<file path="src/rtl/seven_segment_capture.sv">
// Receive side of the multiplexed seven-segment driver: watches the scanned anode/cathode
// bus and rebuilds per-digit values, decimal points, frame completion and bus health flags.
module seven_segment_capture #(
  parameter int NUM_SEGMENTS   = 4,
  parameter int SETTLE_CYCLES  = 8,
  parameter int TIMEOUT_CYCLES = 400000
) (
  input  logic                         clk,
  input  logic                         reset,
  input  logic [NUM_SEGMENTS-1:0]      anode,
  input  logic [7:0]                   cathode,
  output logic [NUM_SEGMENTS-1:0][3:0] encoded,
  output logic [NUM_SEGMENTS-1:0]      digit_point,
  output logic [NUM_SEGMENTS-1:0]      digit_valid,
  output logic                         frame_done,
  output logic                         pattern_err,
  output logic                         multi_err,
  output logic                         stalled
);

  localparam int SW = $clog2(SETTLE_CYCLES + 1);
  localparam int TW = $clog2(TIMEOUT_CYCLES + 1);
  localparam logic [SW-1:0] SETTLE_MAX  = SW'(SETTLE_CYCLES);
  localparam logic [TW-1:0] TIMEOUT_MAX = TW'(TIMEOUT_CYCLES);

  localparam logic [1:0] IDLE   = 2'd0;
  localparam logic [1:0] SETTLE = 2'd1;
  localparam logic [1:0] HOLD   = 2'd2;

  // Returns {hit, value}; blank and any non-hex pattern miss.
  function automatic logic [4:0] decode_glyph(input logic [6:0] p);
    case (p)
      7'h3F:   return {1'b1, 4'h0};
      7'h06:   return {1'b1, 4'h1};
      7'h5B:   return {1'b1, 4'h2};
      7'h4F:   return {1'b1, 4'h3};
      7'h66:   return {1'b1, 4'h4};
      7'h6D:   return {1'b1, 4'h5};
      7'h7D:   return {1'b1, 4'h6};
      7'h07:   return {1'b1, 4'h7};
      7'h7F:   return {1'b1, 4'h8};
      7'h6F:   return {1'b1, 4'h9};
      7'h77:   return {1'b1, 4'hA};
      7'h7C:   return {1'b1, 4'hB};
      7'h39:   return {1'b1, 4'hC};
      7'h5E:   return {1'b1, 4'hD};
      7'h79:   return {1'b1, 4'hE};
      7'h71:   return {1'b1, 4'hF};
      default: return 5'b0;
    endcase
  endfunction

  logic [NUM_SEGMENTS-1:0] anode_p0, anode_p1, anode_p2;
  logic [7:0]              cathode_p0, cathode_p1, cathode_p2;
  logic [SW-1:0]           cnt, cnt_nxt;
  logic [TW-1:0]           tcnt;
  logic [1:0]              state, state_nxt;
  logic [NUM_SEGMENTS-1:0] seen, seen_cap, low;
  logic                    sample_same, anode_moved, settled, any_low, one_low;
  logic                    evaluate, capture, multi_hit, frame_hit;
  logic [4:0]              glyph;

  // Stage p0/p1: two-flop synchronizer; p2 holds the previous synchronized sample.
  // Reset to the blank bus so the first real samples do not look like a lit digit.
  always_ff @(posedge clk or posedge reset) begin
    if (reset) begin
      anode_p0   <= '1;
      anode_p1   <= '1;
      anode_p2   <= '1;
      cathode_p0 <= '1;
      cathode_p1 <= '1;
      cathode_p2 <= '1;
    end else begin
      anode_p0   <= anode;
      anode_p1   <= anode_p0;
      anode_p2   <= anode_p1;
      cathode_p0 <= cathode;
      cathode_p1 <= cathode_p0;
      cathode_p2 <= cathode_p1;
    end
  end

  assign sample_same = (anode_p1 == anode_p2) && (cathode_p1 == cathode_p2);
  assign anode_moved = (anode_p1 != anode_p2);
  assign cnt_nxt     = !sample_same ? SW'(1) :
                       (cnt == SETTLE_MAX) ? cnt : cnt + SW'(1);
  assign settled     = (cnt_nxt == SETTLE_MAX);
  assign low         = ~anode_p1;
  assign any_low     = |low;
  assign one_low     = any_low && ((low & (low - NUM_SEGMENTS'(1))) == '0);
  assign glyph       = decode_glyph(~cathode_p1[6:0]);

  // Settling is judged on the next counter value so a capture lands on the settling edge.
  assign evaluate = settled && ((state != HOLD) || anode_moved);

  always_comb begin
    state_nxt = state;
    capture   = 1'b0;
    multi_hit = 1'b0;
    if (evaluate) begin
      if (one_low) begin
        capture   = 1'b1;
        state_nxt = HOLD;
      end else if (any_low) begin
        multi_hit = 1'b1;
        state_nxt = HOLD;
      end else begin
        state_nxt = IDLE;
      end
    end else if (state == HOLD) begin
      if (anode_moved) state_nxt = any_low ? SETTLE : IDLE;
    end else if (state == IDLE) begin
      if (any_low) state_nxt = SETTLE;
    end else if (state != SETTLE) begin
      state_nxt = IDLE;
    end
  end

  assign seen_cap  = seen | low;
  assign frame_hit = capture && (&seen_cap);

  // Stage p3: capture registers, frame tracking and event pulses.
  always_ff @(posedge clk or posedge reset) begin
    if (reset) begin
      state       <= IDLE;
      cnt         <= '0;
      tcnt        <= '0;
      seen        <= '0;
      encoded     <= '0;
      digit_point <= '0;
      digit_valid <= '0;
      frame_done  <= 1'b0;
      pattern_err <= 1'b0;
      multi_err   <= 1'b0;
    end else begin
      state       <= state_nxt;
      cnt         <= cnt_nxt;
      tcnt        <= anode_moved ? '0 :
                     (tcnt == TIMEOUT_MAX) ? tcnt : tcnt + TW'(1);
      frame_done  <= frame_hit;
      pattern_err <= capture && !glyph[4];
      multi_err   <= multi_hit;
      if (capture) begin
        seen <= frame_hit ? '0 : seen_cap;
        for (int k = 0; k < NUM_SEGMENTS; k++) begin
          if (low[k]) begin
            digit_point[k] <= ~cathode_p1[7];
            digit_valid[k] <= glyph[4];
            if (glyph[4]) encoded[k] <= glyph[3:0];
          end
        end
      end
    end
  end

  assign stalled = (tcnt == TIMEOUT_MAX);

endmodule
</file>
<file path="config.mk">
export PLATFORM = sky130hd
export DESIGN_NAME = seven_segment_capture
export DESIGN_NICKNAME = d
export VERILOG_FILES = /design/src/rtl/seven_segment_capture.sv
export SDC_FILE = /design/constraint.sdc
export NUM_CORES = 1
export LEC_CHECK = 0
export CELL_PAD_IN_SITES_DETAIL_PLACEMENT = 2
export CELL_PAD_IN_SITES_GLOBAL_PLACEMENT = 2
export CORE_MARGIN = 2
export CORE_UTILIZATION = 39
export CTS_BUF_LIST = sky130_fd_sc_hd__clkbuf_4
export DETAILED_ROUTE_END_ITERATION = 6
export GPL_TIMING_DRIVEN = 0
export PLACE_DENSITY = 0.78
export SLEW_MARGIN = 20
export SYNTH_ARGS = -nofsm -noshare
export SYNTH_HDL_FRONTEND = slang
export SYNTH_SLANG_ARGS = --single-unit
</file>
<file path="constraint.sdc">
create_clock -name clk -period 3.73 [get_ports clk]
set_clock_uncertainty 0.1 [all_clocks]
set_input_delay 0.746 -clock clk [delete_from_list [all_inputs] [get_ports clk]]
set_output_delay 0.746 -clock clk [all_outputs]
set_load 0.005 [all_outputs]
</file>
==> results of run 1 <==
==> per-layer routing <==
metal / wire [um] / up-vias / share of wire, % / track usage [%]
li1: - / 1295 / - / -
met1: 4150 / 1424 / 44 / 23.2
met2: 4860 / 39 / 52 / 32.4
met3: 226 / 11 / 2.4 / 3.87
met4: 138 / 0 / 1.5 / 6.57
met5: 0 / - / 0 / 0
==> kinds of logic (layout without fill, tap and decap cells) <==
logic type               Yosys count  after routing  share of synthesized area [%]
AO/OA/AOI/OAI                     52             52                           8.87
adder cells (fa/ha/maj)            4              4                           1.25
multiplexers                      17             17                           4.64
AND/OR/NAND/NOR                  115            115                           15.7
buffers and inverters             36             94                           4.17
XOR/XNOR                          29             29                           6.55
flip-flops                        92             92                           58.8
==> worst max path at each step <==
stage                     end  slack [ps]  depth (start not counted)
detailed placement    stalled         530                          6
global placement    multi_err        -890                          2
finish                stalled         280                          6
CTS                   stalled         230                          6
floorplan              cnt[0]         550                          1
global route          stalled          70                          6
==> synthesized netlist by cell type, types with 3 or more instances <==
cell type   n
ha_1        4
nand4_1     8
a22o_1      3
nor2_1     33
nor3_1      3
mux2_2     12
dfstp_2    36
clkbuf_1   10
nor4_1      4
o21a_1      5
mux2i_1     5
a21oi_1     7
nand2_1    20
nor4b_1     4
o22ai_1     3
dfrtp_1    56
or3_1       6
inv_1      19
xor2_1     12
nand3_1    11
nand2b_1    3
nor2b_1     4
o21ai_0    16
buf_6       3
xnor2_1    16
==> layout make-up <==
| cell class | instances | share of cell area, % |
|---|---|---|
| clock inverter | 7 | 1.89 |
| tap | 133 | 3.49 |
| inverter | 20 | 1.63 |
| sequential | 92 | 49.2 |
| clock buffer | 9 | 1.42 |
| timing repair buffer | 42 | 9.18 |
| buffer | 16 | 1.92 |
| multi-input combinational | 217 | 31.3 |
==> power by group through the flow <==
| stage | Combinational [mW] | Sequential [mW] | Clock (mW) |
|---|---|---|---|
| after floorplan | 0.0719 | 1.06 | 0 |
| after global placement | 0.105 | 1.06 | 0 |
| after detailed placement | 0.113 | 1.06 | 0 |
| after CTS | 0.114 | 1.05 | 0.630 |
| after global routing | 0.125 | 1.05 | 0.673 |
| final | 0.111 | 1.05 | 0.613 |
==> flip-flops by register name (all words and copies together), names as in the netlist <==
signal / cells
state: 2
anode_p0: 4
cathode_p0: 8
tcnt: 19
cnt: 4
encoded: 16
digit_valid: 4
anode_p2: 4
cathode_p1: 8
pattern_err: 1
anode_p1: 4
seen: 4
multi_err: 1
frame_done: 1
cathode_p2: 8
digit_point: 4
==> cell usage in the layout, fill, tap and decap left out, types with 3 or more instances in the layout <==
cell / instances
a21oi_1: 7
o21ai_0: 16
or3_1: 6
nand3_1: 11
clkbuf_4: 9
mux2_2: 12
xnor2_1: 16
o21a_1: 5
nand2_1: 20
nor2_1: 33
buf_6: 3
dfstp_2: 36
a22o_1: 3
clkbuf_1: 10
ha_1: 4
nor2b_1: 4
clkdlybuf4s50_1: 41
nand2b_1: 3
nand4_1: 8
dfrtp_1: 56
nor4_1: 4
nor4b_1: 4
o22ai_1: 3
mux2i_1: 5
inv_1: 18
xor2_1: 12
==> worst max-delay path: stages (launching register included) <==
cell and delay (ps):
dfrtp_1 440, inv_1 110, ha_1 150, nor4bb_1 330, nand3_1 210, nor3_4 350
clkdlybuf4s50_1 570
==> metrics by stage <==
step	util [%]	TNS [ps]	worst slack, ps	cell area (um^2)
2_1_floorplan	-	0	552	3990
3_3_place_gp	46.3	-49250	-886	4570
3_5_place_dp	46.6	0	533	4600
4_1_cts	48.3	0	231	4760
5_1_grt	48.3	0	66.4	4770
6_report	48.3	0	276	4770
==> flow_summary.toml, run 1 <==
[worst_setup_path]
path_class = "register to primary output"
startpoint = "tcnt[0]"
reg2reg_setup_slack_ps = 540
reg2reg_from = "anode_p1[0]"
endpoint_kind = "primary output"
r2r-end = "encoded[6]"
r2r_cells = 8
cp_max_fo = 4
cp-start-kind = "register"
cp_data_required_time_ps = 2880
cp.arrival_ps = 2610

[route]
wl_per_cell_um = 17.5
firstDrtPassIters = 4
vias = 2769
antenna_left = 0
drc = 0
routed_wl_um = 9380
drt_iter0_drc = 101
vias_per_cell = 5.17

[synth]
syn_inst = 345
syn_area_um2 = 3990
synth_cell_type_count = 58
ys.warnings.count = 0
ys.flop_type = "dfrtp_1"
synth_top_area_share_pct = 35.1
ys_seq_elements = 92
syn_nets = 363
yosysSeqAreaShare_pct = 58.8
yosys.area.top_type = "dfrtp_1"
synth-edff-count = 0
syn_avg_cell_area_um2 = 11.6
synthTopCellsByArea = "dfrtp_1, dfstp_2, xnor2_1, mux2_2, nor2_1"
synthArstFlopShare_pct = 100

[worst_hold_path]
worstHoldPathCells = 0
holdPathEnd = "cathode_p1[3]"
hp-start = "cathode_p0[3]"
hp-class = "register to register"

[clock_tree]
clock_sinks = 92
htreeDepth = 3
tritoncts = "built"
cts.path.max_buffers = 2
cts.clk_slew.worst_paths_ps = 140
clock_latency_ps = 450
cts-root-buf = "clkbuf_4"
cts-resized-gates = 1
hold_buffers = 0
numCtsBuffers = 9
postCtsSetupRepairBufs = 0

[floorplan]
start_util_pct = 40.5
io_pins = 42
rows = 36
fp.dieH_um = 105
die_w_um = 105
coreArea_um2 = 9860
die-area_um2 = 11100

[grt]
grt_max_degree = 54
grt_pass1_vias = 3069
grt_overflow = 0
antenna_found_initial = 0
grtUsageTotal_pct = 18.7
grt_pass1_wl_um = 16200

[power_and_ir_drop]
peakVddDrop_uv = 192
leakage_nw = 1.96
combPwrFrac_pct = 6.3
power_density_nw_per_um2 = 371
p_seq_share_pct = 59.1
total_power_mw = 1.77
power.switching_mw = 0.423
p_int_mw = 1.35
clock_power_share_pct = 34.6
swShare_pct = 23.9

[run_status]
status = "finished, final reports clean"

[timing]
relSlewSlack_pct = 54.1
setup_viol = 0
worst_hold_slack_ps = 261
final-max-slew-violation-count = 0
hold_viol = 0
worst_pin_slew_ps = 682
fmaxAchievable_mhz = 290
rsz0062_at_grt = "false"
period_needed_ps = 3450
min_period_over_period_pct = 92.6

[job]
drv_cap = 0

[layout]
fin_nets = 416
seq_area_um2 = 2350
area_delta_synth_final_pct = 19.4
drive_above_1_share_pct = 20.6
fin_cells = 536
insertedDiodeCount = 0
fillers = 1000
multi_input_area_um2 = 1490

[place]
io_buffers = 41
dp.cells = 520
gp_congestion = 0.790
dp_hpwl_um = 6670
Power figures use the tool's default switching activity.
==> inputs of run 2 (changes only) <==
SLEW_MARGIN = 25   (was 20)
==> run 2 against run 1 <==
Utilization down 0.29 points. Global-route usage fell by 0.19 points. Final area down 0.60%. Die area did not move. Register-to-register slack improved by 20 ps. Maximum frequency down 0.12%. Via count is 1.1% higher. Routed wire length fell by 1.9%.
==> flow_summary.toml, run 2 (synthesis gave the netlist of run 1 again) <==
[run_status]
status = "finished, final reports clean"

[worst_hold_path]
holdPathEnd = "cathode_p2[6]"
hp-class = "register to register"
worstHoldPathCells = 0
hp-start = "cathode_p1[6]"

[floorplan]
die-area_um2 = 11100
die_w_um = 105
rows = 36
coreArea_um2 = 9860
fp.dieH_um = 105
io_pins = 42
start_util_pct = 40.5

[layout]
reg_top3 = "tcnt x19, encoded x16"
drive_above_1_share_pct = 20.3
fin_nets = 416
top_register = "tcnt"
fin_cells = 536
area_delta_synth_final_pct = 18.7
layout_common_cells = "dfrtp_1, clkdlybuf4s50_1, dfstp_2"
insertedDiodeCount = 0
layout_commonest_cell = "dfrtp_1"
postLayoutCellArea_um2 = 4740
largest_register_ffs = 19
utilization_pct = 48.0

[timing]
final-max-slew-violation-count = 0
min_period_over_period_pct = 92.7
rsz0062_at_grt = "false"
worst_pin_slew_ps = 685
setup_viol = 0
period_needed_ps = 3460
worst_hold_slack_ps = 261
relSlewSlack_pct = 53.9
fin_ws_ps = 272
totalNegativeSetupSlack_ps = 0
fmaxAchievable_mhz = 289
hold_viol = 0

[worst_setup_path]
reg2reg_setup_slack_ps = 560
path_class = "register to primary output"
critPathSlowestCell = "clkdlybuf4s50_1"
endpoint_kind = "primary output"
r2r-end = "encoded[13]"
crit_chain = "inv_1, ha_1, nor4bb_1, nand3_1, nor3_2, clkdlybuf4s50_1"
cp_data_required_time_ps = 2880
startpoint = "tcnt[0]"
slowest_delay_ps = 590
r2r_cells = 8
cp-start-kind = "register"
cp_max_fo = 4
cp.arrival_ps = 2610
reg2reg_from = "anode_p1[0]"

[route]
antenna_left = 0
drt_iter0_drc = 108
firstDrtPassIters = 4
vias_per_cell = 5.22
wl_per_cell_um = 17.2
vias = 2799
drc = 0
routed_wl_um = 9200

[power_and_ir_drop]
total_power_mw = 1.70
leakage_nw = 1.94
power_density_nw_per_um2 = 359
p_seq_share_pct = 61.5
p_int_mw = 1.30
power.switching_mw = 0.401
clock_power_share_pct = 32.0
peakVddDrop_uv = 197
combPwrFrac_pct = 6.5
swShare_pct = 23.6

[place]
io_buffers = 41
dp_hpwl_um = 6560
dp.cells = 520
gp_congestion = 0.790
place_ws_ps = 528
placed_area_um2 = 4600

[grt]
grt_overflow = 0
grt_max_degree = 69
grtUsageTotal_pct = 18.5
antenna_found_initial = 0
grt_pass1_wl_um = 16200
grt_pass1_vias = 3195

[clock_tree]
cts-root-buf = "clkbuf_4"
htreeDepth = 3
hold_buffers = 0
cts.clk_slew.worst_paths_ps = 130
numCtsBuffers = 9
cts.path.max_buffers = 2
tritoncts = "built"
clock_sinks = 92
clock_latency_ps = 460

[job]
drv_cap = 0
==> run 2: metal layers <==
metal | wire length, um | global-route usage, %
met1 | 4020 | 22.8
met2 | 4790 | 32.2
met3 | 229 | 3.49
met4 | 168 | 6.86
met5 | 0 | 0
==> run 2: timing repair <==
item,in CTS,in global routing
hold endpoints to repair,0,0
gates resized for setup,1,0
buffers inserted,0,0
endpoints found under the setup margin,1,0
==> run 2: worst max-delay path, delay by kind of cell, from the launching register on <==
kind                     cells  cell delay, ps
buffers and inverters        2             700
adder cells (fa/ha/maj)      1             150
AND/OR/NAND/NOR              3             880
flip-flops                   1             430
==> run 2: worst max path at each step <==
stage               slack [ps]   endpoint  depth (start not counted)
global route                70    stalled                          6
finish                     270    stalled                          6
CTS                        240    stalled                          6
detailed placement         530    stalled                          6
global placement          -890  multi_err                          2
floorplan                  550     cnt[0]                          1
==> run 2: power by group through the flow <==
stage | clock (mW) | combinational, mW | sequential [mW]
after global routing | 0.602 | 0.126 | 1.05
after CTS | 0.561 | 0.114 | 1.05
after global placement | 0 | 0.105 | 1.06
after detailed placement | 0 | 0.113 | 1.06
final | 0.545 | 0.111 | 1.05
after floorplan | 0 | 0.0719 | 1.06
==> run 2: layout make-up <==
type | count | area (um^2)
repair buffers | 42 | 438
plain buffers | 16 | 91.3
clock inverters | 4 | 42.5
fillers | 1026 | 5120
flip-flops and latches | 92 | 2350
inverters | 20 | 80.1
clock buffers | 12 | 90.1
well taps | 133 | 166
multi-input cells | 217 | 1480
==> inputs of run 3 (changes only) <==
GPL_TIMING_DRIVEN = 1   (was 0)
==> run 3 against run 2 <==
Via count decreased by 3.3%. Hold slack worse by 4.1 ps. Die area did not move. Final area shrank 1.8%. Sequential share of layout area is 0.91 points higher. Global-route usage fell by 0.44 points. Routed wire length decreased by 0.85%. Non-clock buffer count shrank 14. Clock-buffer cell count down 3. Highest routed layer unchanged.
==> flow_summary.toml, run 3 (synthesis gave the netlist of run 1 again) <==
[run_status]
status = "finished, final reports clean"

[worst_setup_path]
critPathSlowestCell = "clkdlybuf4s50_1"
startpoint = "tcnt[0]"
cp.arrival_ps = 2540
crit_chain = "inv_1, ha_1, nor4bb_1, nand3_1, nor3_2, clkdlybuf4s50_1"
cp.depth = 6
slowest_delay_ps = 570
reg2reg_setup_slack_ps = 570
crit_family = "simple AND/OR/NAND/NOR gates"
endpoint_kind = "primary output"
critPathBufInv = 2
cp_max_fo = 4
reg2reg_from = "cnt[0]"
r2r_cells = 7
cp-start-kind = "register"
cp_data_required_time_ps = 2880
path_class = "register to primary output"

[layout]
postLayoutCellArea_um2 = 4650
top_register = "tcnt"
area_delta_synth_final_pct = 16.6
largest_register_ffs = 19
layout_commonest_cell = "dfrtp_1"
fin_nets = 402
insertedDiodeCount = 0
drive_above_1_share_pct = 20.1
reg_top3 = "tcnt x19, encoded x16"
layout_common_cells = "dfrtp_1, clkdlybuf4s50_1, dfstp_2"

[timing]
final-max-slew-violation-count = 0
totalNegativeSetupSlack_ps = 0
hold_viol = 0
min_period_over_period_pct = 90.7
setup_viol = 0
relSlewSlack_pct = 48.3
fin_ws_ps = 347
worst_pin_slew_ps = 768
rsz0062_at_grt = "false"
fmaxAchievable_mhz = 296
period_needed_ps = 3380

[grt]
grt_pass1_wl_um = 15700
grt_pass1_vias = 3025
grt_overflow = 0
antenna_found_initial = 0
grtUsageTotal_pct = 18.1
grt_max_degree = 68

[floorplan]
die_w_um = 105
coreArea_um2 = 9860
die-area_um2 = 11100
fp.dieH_um = 105
rows = 36
io_pins = 42
start_util_pct = 40.5

[place]
io_buffers = 41
dp_hpwl_um = 6540
place_ws_ps = 565
placed_area_um2 = 4510
gp_congestion = 0.776

[route]
routed_wl_um = 9120
firstDrtPassIters = 5
antenna_left = 0
drc = 0
vias_per_cell = 5.19
vias = 2707
wl_per_cell_um = 17.5
drt_iter0_drc = 64

[power_and_ir_drop]
leakage_nw = 1.90
power_density_nw_per_um2 = 364
peakVddDrop_uv = 163

[job]
drv_cap = 0

[clock_tree]
cts-resized-gates = 0
cts.path.max_buffers = 2
tritoncts = "built"
cts-root-buf = "clkbuf_4"
numCtsBuffers = 9
htreeDepth = 3
hold_buffers = 0
postCtsSetupRepairBufs = 0
cts.clk_slew.worst_paths_ps = 140
clock_sinks = 92
clock_latency_ps = 450

[worst_hold_path]
hp-class = "register to register"
hp-start = "anode_p0[2]"
worstHoldPathCells = 0
[run 3: cell count changes in the layout (fill, tap and decap cells not counted), moves of 2 or more]
| cell | delta |
|---|---|
| buf_6 | -3 |
| clkbuf_1 | -10 |
| clkinv_4 | +2 |
| clkbuf_4 | -3 |
[run 3: cell type report]
cell class | instances | area, um^2
clock buffer | 9 | 67.6
clock inverter | 7 | 67.6
fill | 1001 | 5210
inverter | 20 | 76.3
multi-input combinational | 217 | 1480
sequential | 92 | 2350
tap | 133 | 166
timing repair buffer | 44 | 445
[run 3: power by group]
| group | internal, mW | switching (mW) | total (mW) |
|---|---|---|---|
| clock | 0.201 | 0.341 | 0.542 |
| sequential | 1.03 | 0.0287 | 1.06 |
| combinational | 0.0395 | 0.0485 | 0.0879 |
| total | 1.28 | 0.418 | 1.69 |
[run 3: path summary, 6_finish.rpt]
check / endpoint
hold reg to reg: anode_p1[2]
max in group asynchronous: anode_p1[3]
setup / recovery: stalled
min in group asynchronous: tcnt[5]
setup reg to reg: encoded[4]
hold / removal: anode_p1[2]
[run 3: stage by stage]
stage / utilization [%] / std cells / power (mW) / hold WS, ps
2_1_floorplan: - / 345 / 1.13 / 245
3_3_place_gp: 45.8 / 506 / 1.17 / 246
3_5_place_dp: 45.8 / 506 / 1.17 / 248
4_1_cts: 47.1 / 522 / 1.72 / 252
5_1_grt: 47.2 / 522 / 1.78 / 259
6_report: 47.2 / 522 / 1.69 / 257
[run 3: routing by layer]
layer / wire, um / share of wire, % / GRT usage (%)
met1: 4060 / 44 / 22.6
met2: 4650 / 51 / 30.6
met3: 250 / 2.7 / 3.81
met4: 170 / 1.9 / 7.24
met5: 0 / 0 / 0
[run 3: worst register-to-register path, cell delays in order (launching register included)]
cell and delay, ps:
dfrtp_1 490, inv_2 60, ha_1 220, or4b_1 480
a311o_1 410, nor4_1 610, nand2_1 330, mux2_2 360
